**src/rtl/bla_sub_pipe.sv**
```systemverilog
// Pipelined borrow-lookahead subtractor: one 4-bit group per stage, borrow
// carried between stages in registers, valid/ready on both sides.
module bla_sub_pipe #(
  parameter int WIDTH = 8
) (
  input  logic             clk,
  input  logic             rst_n,
  input  logic             in_valid,
  output logic             in_ready,
  input  logic [WIDTH-1:0] A,
  input  logic [WIDTH-1:0] B,
  output logic             out_valid,
  input  logic             out_ready,
  output logic [WIDTH-1:0] diff,
  output logic             borrow,
  output logic             ovf,
  output logic             zero
);

  localparam int NSTG = WIDTH / 4;
  localparam int LAST = NSTG - 1;

  // Returns {borrow_out, difference nibble}; all group borrows by lookahead.
  function automatic logic [4:0] bla4(input logic [3:0] a, input logic [3:0] b,
                                      input logic bin);
    logic [3:0] g;
    logic [3:0] p;
    logic [4:0] c;
    g    = ~a & b;
    p    = ~(a ^ b);
    c[0] = bin;
    c[1] = g[0] | (p[0] & bin);
    c[2] = g[1] | (p[1] & g[0]) | (p[1] & p[0] & bin);
    c[3] = g[2] | (p[2] & g[1]) | (p[2] & p[1] & g[0]) | (p[2] & p[1] & p[0] & bin);
    c[4] = g[3] | (p[3] & g[2]) | (p[3] & p[2] & g[1]) | (p[3] & p[2] & p[1] & g[0])
         | (p[3] & p[2] & p[1] & p[0] & bin);
    return {c[4], a ^ b ^ c[3:0]};
  endfunction

  logic [NSTG-1:0]  vld_q, bout_q, amsb_q, bmsb_q;
  logic [WIDTH-1:0] opa_q [NSTG];
  logic [WIDTH-1:0] opb_q [NSTG];
  logic [WIDTH-1:0] res_q [NSTG];
  logic             ovf_q, zero_q;

  logic [NSTG-1:0]  adv_d, inv_d, bin_d, am_d, bm_d, bout_d;
  logic [WIDTH-1:0] ina_d [NSTG];
  logic [WIDTH-1:0] inb_d [NSTG];
  logic [WIDTH-1:0] rin_d [NSTG];
  logic [WIDTH-1:0] res_d [NSTG];
  logic             ovf_d, zero_d;

  // Stall chain: a stage advances when its successor is empty or advancing.
  always_comb begin
    logic a;
    adv_d       = '0;
    a           = ~vld_q[LAST] | out_ready;
    adv_d[LAST] = a;
    for (int k = NSTG - 2; k >= 0; k--) begin
      a        = ~vld_q[k] | a;
      adv_d[k] = a;
    end
  end

  // Per-stage inputs, group computation and next-state results.
  always_comb begin
    logic [4:0] nib;
    inv_d[0] = in_valid;
    ina_d[0] = A;
    inb_d[0] = B;
    bin_d[0] = 1'b0;
    am_d[0]  = A[WIDTH-1];
    bm_d[0]  = B[WIDTH-1];
    rin_d[0] = '0;
    for (int k = 1; k < NSTG; k++) begin
      inv_d[k] = vld_q[k-1];
      ina_d[k] = opa_q[k-1];
      inb_d[k] = opb_q[k-1];
      bin_d[k] = bout_q[k-1];
      am_d[k]  = amsb_q[k-1];
      bm_d[k]  = bmsb_q[k-1];
      rin_d[k] = res_q[k-1];
    end
    for (int k = 0; k < NSTG; k++) begin
      nib            = bla4(ina_d[k][4*k +: 4], inb_d[k][4*k +: 4], bin_d[k]);
      res_d[k]       = rin_d[k];
      res_d[k][4*k +: 4] = nib[3:0];
      bout_d[k]      = nib[4];
    end
    ovf_d  = (am_d[LAST] ^ bm_d[LAST]) & (am_d[LAST] ^ res_d[LAST][WIDTH-1]);
    zero_d = ~|res_d[LAST];
  end

  // Stage registers; data only loads when a valid item moves in.
  always_ff @(posedge clk or negedge rst_n) begin
    if (!rst_n) begin
      vld_q  <= '0;
      bout_q <= '0;
      amsb_q <= '0;
      bmsb_q <= '0;
      ovf_q  <= 1'b0;
      zero_q <= 1'b0;
      for (int k = 0; k < NSTG; k++) begin
        opa_q[k] <= '0;
        opb_q[k] <= '0;
        res_q[k] <= '0;
      end
    end else begin
      for (int k = 0; k < NSTG; k++) begin
        if (adv_d[k]) begin
          vld_q[k] <= inv_d[k];
          if (inv_d[k]) begin
            opa_q[k]  <= ina_d[k];
            opb_q[k]  <= inb_d[k];
            res_q[k]  <= res_d[k];
            bout_q[k] <= bout_d[k];
            amsb_q[k] <= am_d[k];
            bmsb_q[k] <= bm_d[k];
          end
        end
      end
      if (adv_d[LAST] && inv_d[LAST]) begin
        ovf_q  <= ovf_d;
        zero_q <= zero_d;
      end
    end
  end

  assign in_ready  = adv_d[0];
  assign out_valid = vld_q[LAST];
  assign diff      = res_q[LAST];
  assign borrow    = bout_q[LAST];
  assign ovf       = ovf_q;
  assign zero      = zero_q;

endmodule
```
**config.mk**
```make
export PLATFORM = sky130hd
export DESIGN_NAME = bla_sub_pipe
export DESIGN_NICKNAME = d
export VERILOG_FILES = /design/src/rtl/bla_sub_pipe.sv
export SDC_FILE = /design/constraint.sdc
export NUM_CORES = 1
export LEC_CHECK = 0
export ABC_AREA = 1
export CAP_MARGIN = 20
export CORE_MARGIN = 2
export CORE_UTILIZATION = 53
export DETAILED_ROUTE_END_ITERATION = 8
export GPL_TIMING_DRIVEN = 0
export HOLD_SLACK_MARGIN = 0.05
export PLACE_DENSITY_LB_ADDON = 0.08
export RECOVER_POWER = 50
export SLEW_MARGIN = 20
export SYNTH_ARGS = -nofsm -noshare
export SYNTH_HDL_FRONTEND = slang
export SYNTH_SLANG_ARGS = --single-unit
```
**constraint.sdc**
```tcl
create_clock -name clk -period 2.3 [get_ports clk]
set_input_delay 0.575 -clock clk [delete_from_list [all_inputs] [get_ports clk]]
set_output_delay 0.575 -clock clk [all_outputs]
set_load 0.02 [all_outputs]
```
==> summary.md <==
| Metric | Value |
|---|---|
| Outcome | completed |
| Worst Path Required | roughly 1.7 ns |
| Critical path launch point type | input pin |
| Initial antenna violation count | 0 |
| Core ar. | between 2000 and 2500 um2 |
| Cells after synthesis | 164 |
| P_leak | ~0.90 nW |
| Critical path fanouts, max | 3 |
| Part of the cycle the worst path needs | between 90 and 100% |
| Share of cells above drive strength 1 | under 10% |
| Crit end category | output pin |
| Final cell count without fillers | between 200 and 250 |
| Setup CP Type | in -> out |
| # Max-Cap Violations | 0 |
| Pwr dens | 869 nW/um2 |
| Layout Nets | 232 |
| Die ar. | around 3100 um2 |
| Async set-reset flop share out of synthesis | 100% |
| Yosys cell types | 22 |
| Post-Syn Nets | approximately 200 |
| Clk pwr share | approximately 15% |
| Die W | approximately 55 um |
| CTS tree | yes |
| ANT nets after route | 0 |
| Post-synth EDFFs | 0 |
| RSZ-0062 raised after global routing | false |
| Commonest cells in the netlist | 52 x nand2_1, 26 x dfrtp_1, 26 x inv_1 |
| Antenna diodes | 0 |
| Largest family of logic cells by synthesized area | simple AND/OR/NAND/NOR gates |
| CTS buffer count | 3 |
| Critical path arrival | 1.53 ns |
| First DRT Iteration DRCs | 24 |
| DR WL/cell | 11.6 um |
| Initial core utilization | a little under three fifths |
| WL final | roughly 2700 um |
| Area share of xor/xnor cells in the synthesized design | less than 1% |
| Clock transition at the registers of the reported paths | ~0.14 ns |
| GP Congestion | 0.746 |
| Tmin final | about 2.1 ns |
| Top cell type's share of synthesized area | about 47% |
| Fmax | 0.474 GHz |
| Post-Synth Adder-Cell Area | 10.9% |
| Most numerous cell in the Yosys netlist | nand2_1 |
| Via count | 1133 |
| Vias in the first global route | about 1200 |
| Hold Vio Cnt, Final | 0 |
| Compound-Gate Fraction of Synth Area | between 10% and 20% |
| Drt pass-1 iters | 4 |
| Fillers | 202 |
| Die Y | about 55 um |
| Final Max Slew Viols | 0 |
| Switching fraction of total power | 37.1% |
| Clock buffer depth | 2 |
| Worst path cell trace | clkdlybuf4s50_1 > inv_1 > nand3_1 > dlygate4sd2_1 |
| Max Clock Skew | around 0.0028 ns |
| Port Buf Inserts | 32 |
| Final setup viols | 0 |
| Max_slew headroom | under 10% |
| Post-synthesis sequential area ratio | 46.5% |
| Vias/cell | 4.93 |
| First-pass GRT wire length | 4660 um |
| Delay-heaviest family, CP | buffers and inverters |
| Largest net degree at the start of global routing | 27 |
| Post-synthesis mux area share | 0% |
| Row cnt | 18 |
| Hold/Removal Path Class | reg -> reg |
| Num ports | 33 |
| Yosys top cell by area | dfrtp_1 |
| CP Buf/Inv Count | 3 |
| Synthesized cell area | around 1400 um2 |
| Count of state elements after synthesis | 26 |
| Syn-to-layout area delta | 25.6% |
| Flop pwr share | between 40% and 50% |
| Worst path max stage delay | approximately 0.45 ns |
| Synth top area cells | dfrtp_1 47%, nand2_1 14%, ha_1 8.1%, inv_1 7.0%, o21ai_2 4.4% |
| Synth warn | 0 |
| Syn Area/Cell | roughly 8.5 um2 |
| GRT Residual Overflow | 0 |
| Placed Cells | 226 |
| Crit path max-delay cell type | clkdlybuf4s50_1 |
| DRC Markers | 0 |
| Max IR drop VDD | ~0.72 mV |
| Clock Sink Count | 26 |
| HPWL after detailed placement | 2090 um |
| Root Buffer | clkbuf_4 |
| Tot Pwr | around 1.5 mW |
| Switching Power | between 0.5 and 0.6 mW |
| Primary FF master, synth | dfrtp_1 |
| Comb pwr share | between 40 and 50% |
| All-Layer GR Usage | a little under a fifth |
| Cell Int Power | 0.961 mW |
| Worst slew pin tran | roughly 1.4 ns |
| Clk Latency, worst-skew pair | roughly 0.32 ns |
| H-tree depth | 1 |
| Simple-gate share of the synthesized area | ~22% |
cell type report:
cell class | count | area (um2) | area share [%]
multi-input cells | 108 | 607 | 34.5
inverters | 27 | 101 | 5.77
plain buffers | 3 | 11.3 | 0.641
well taps | 30 | 37.5 | 2.14
flip-flops and latches | 26 | 651 | 37.0
repair buffers | 32 | 313 | 17.8
clock buffers | 4 | 36.3 | 2.07
through the flow:
step	TNS [ns]	hold WS, ns	instance area [um2]	worst slack, ns	utilization, %
2_1_floorplan	0	0.279	1400	0.794	-
3_3_place_gp	-0.0346	0.464	1760	-0.0346	70.3
3_5_place_dp	-0.0472	0.472	1760	-0.0472	70.3
4_1_cts	0	0.506	1790	0.221	71.7
5_1_grt	0	0.528	1760	0.151	70.3
6_report	0	0.500	1760	0.190	70.3
final timing paths:
kind | from | to | slack, ns | cells after the start
worst min-delay path | diff[2]$_DFFE_PN0P_ | diff[2]$_DFFE_PN0P_ | 0.50 | 2
worst min register to register | diff[2]$_DFFE_PN0P_ | diff[2]$_DFFE_PN0P_ | 0.50 | 2
max in group asynchronous | rst_n | bout_q[0]$_DFFE_PN0P_ | 0.98 | 1
worst max-delay path | out_ready | in_ready | 0.19 | 4
worst max register to register | vld_q[1]$_DFFE_PN0P_ | bmsb_q[0]$_DFFE_PN0P_ | 0.68 | 6
min in group asynchronous | rst_n | res_d[2]$_DFFE_PN0P_ | 0.53 | 1
registers in the layout, indices dropped and copies added (netlist names), 2 cells and up:
| name | cells |
|---|---|
| bout_q | 2 |
| diff | 8 |
| ina_d | 3 |
| inb_d | 3 |
| res_d | 4 |
| vld_q | 2 |
layer usage:
layer	GRT usage (%)	wire, um
met1	22.8	1240
met2	34.5	1290
met3	2.81	103
met4	5.23	33
met5	0	0
layout by cell type (no fill, tap or decap), types with 2 or more instances in the layout:
| master | netlist | routed |
|---|---|---|
| dfrtp_1 | 26 | 26 |
| fa_1 | 2 | 2 |
| nor2_1 | 10 | 10 |
| clkbuf_1 | 0 | 4 |
| inv_1 | 26 | 27 |
| clkbuf_4 | 0 | 3 |
| nand3_1 | 8 | 9 |
| ha_1 | 9 | 9 |
| o21ai_0 | 8 | 8 |
| o21ai_2 | 7 | 7 |
| nand2_1 | 52 | 53 |
| clkdlybuf4s50_1 | 0 | 30 |
| a21oi_1 | 3 | 3 |
what timing repair did:
item,CTS,global route
endpoints found under the setup margin,1,0
gates resized for setup,1,0
hold buffers,0,0
buffers inserted,0,0
cell families (layout without fill, tap and decap cells):
logic type / Yosys count / count (layout)
xor gates and xnor gates: 1 / 1
DFF: 26 / 26
adders and majority gates: 11 / 11
and+or+nand+nor: 75 / 75
AOI/OAI and AO/OA: 21 / 21
buffers and inverters: 30 / 66
worst min-delay path, cell delays in order (launching register included):
cell and delay, ns:
dfrtp_1 0.37, nand2_1 0.05, o21ai_0 0.06
power groups by stage:
stage               Clock [mW]  Combinational, mW  Sequential (mW)
detailed placement           0              0.679            0.647
floorplan                    0              0.309            0.737
global route             0.260              0.729            0.649
CTS                      0.239              0.680            0.637
global placement             0              0.657            0.640
finish                   0.233              0.661            0.634
Note: power is estimated with default switching activity, not from simulation.
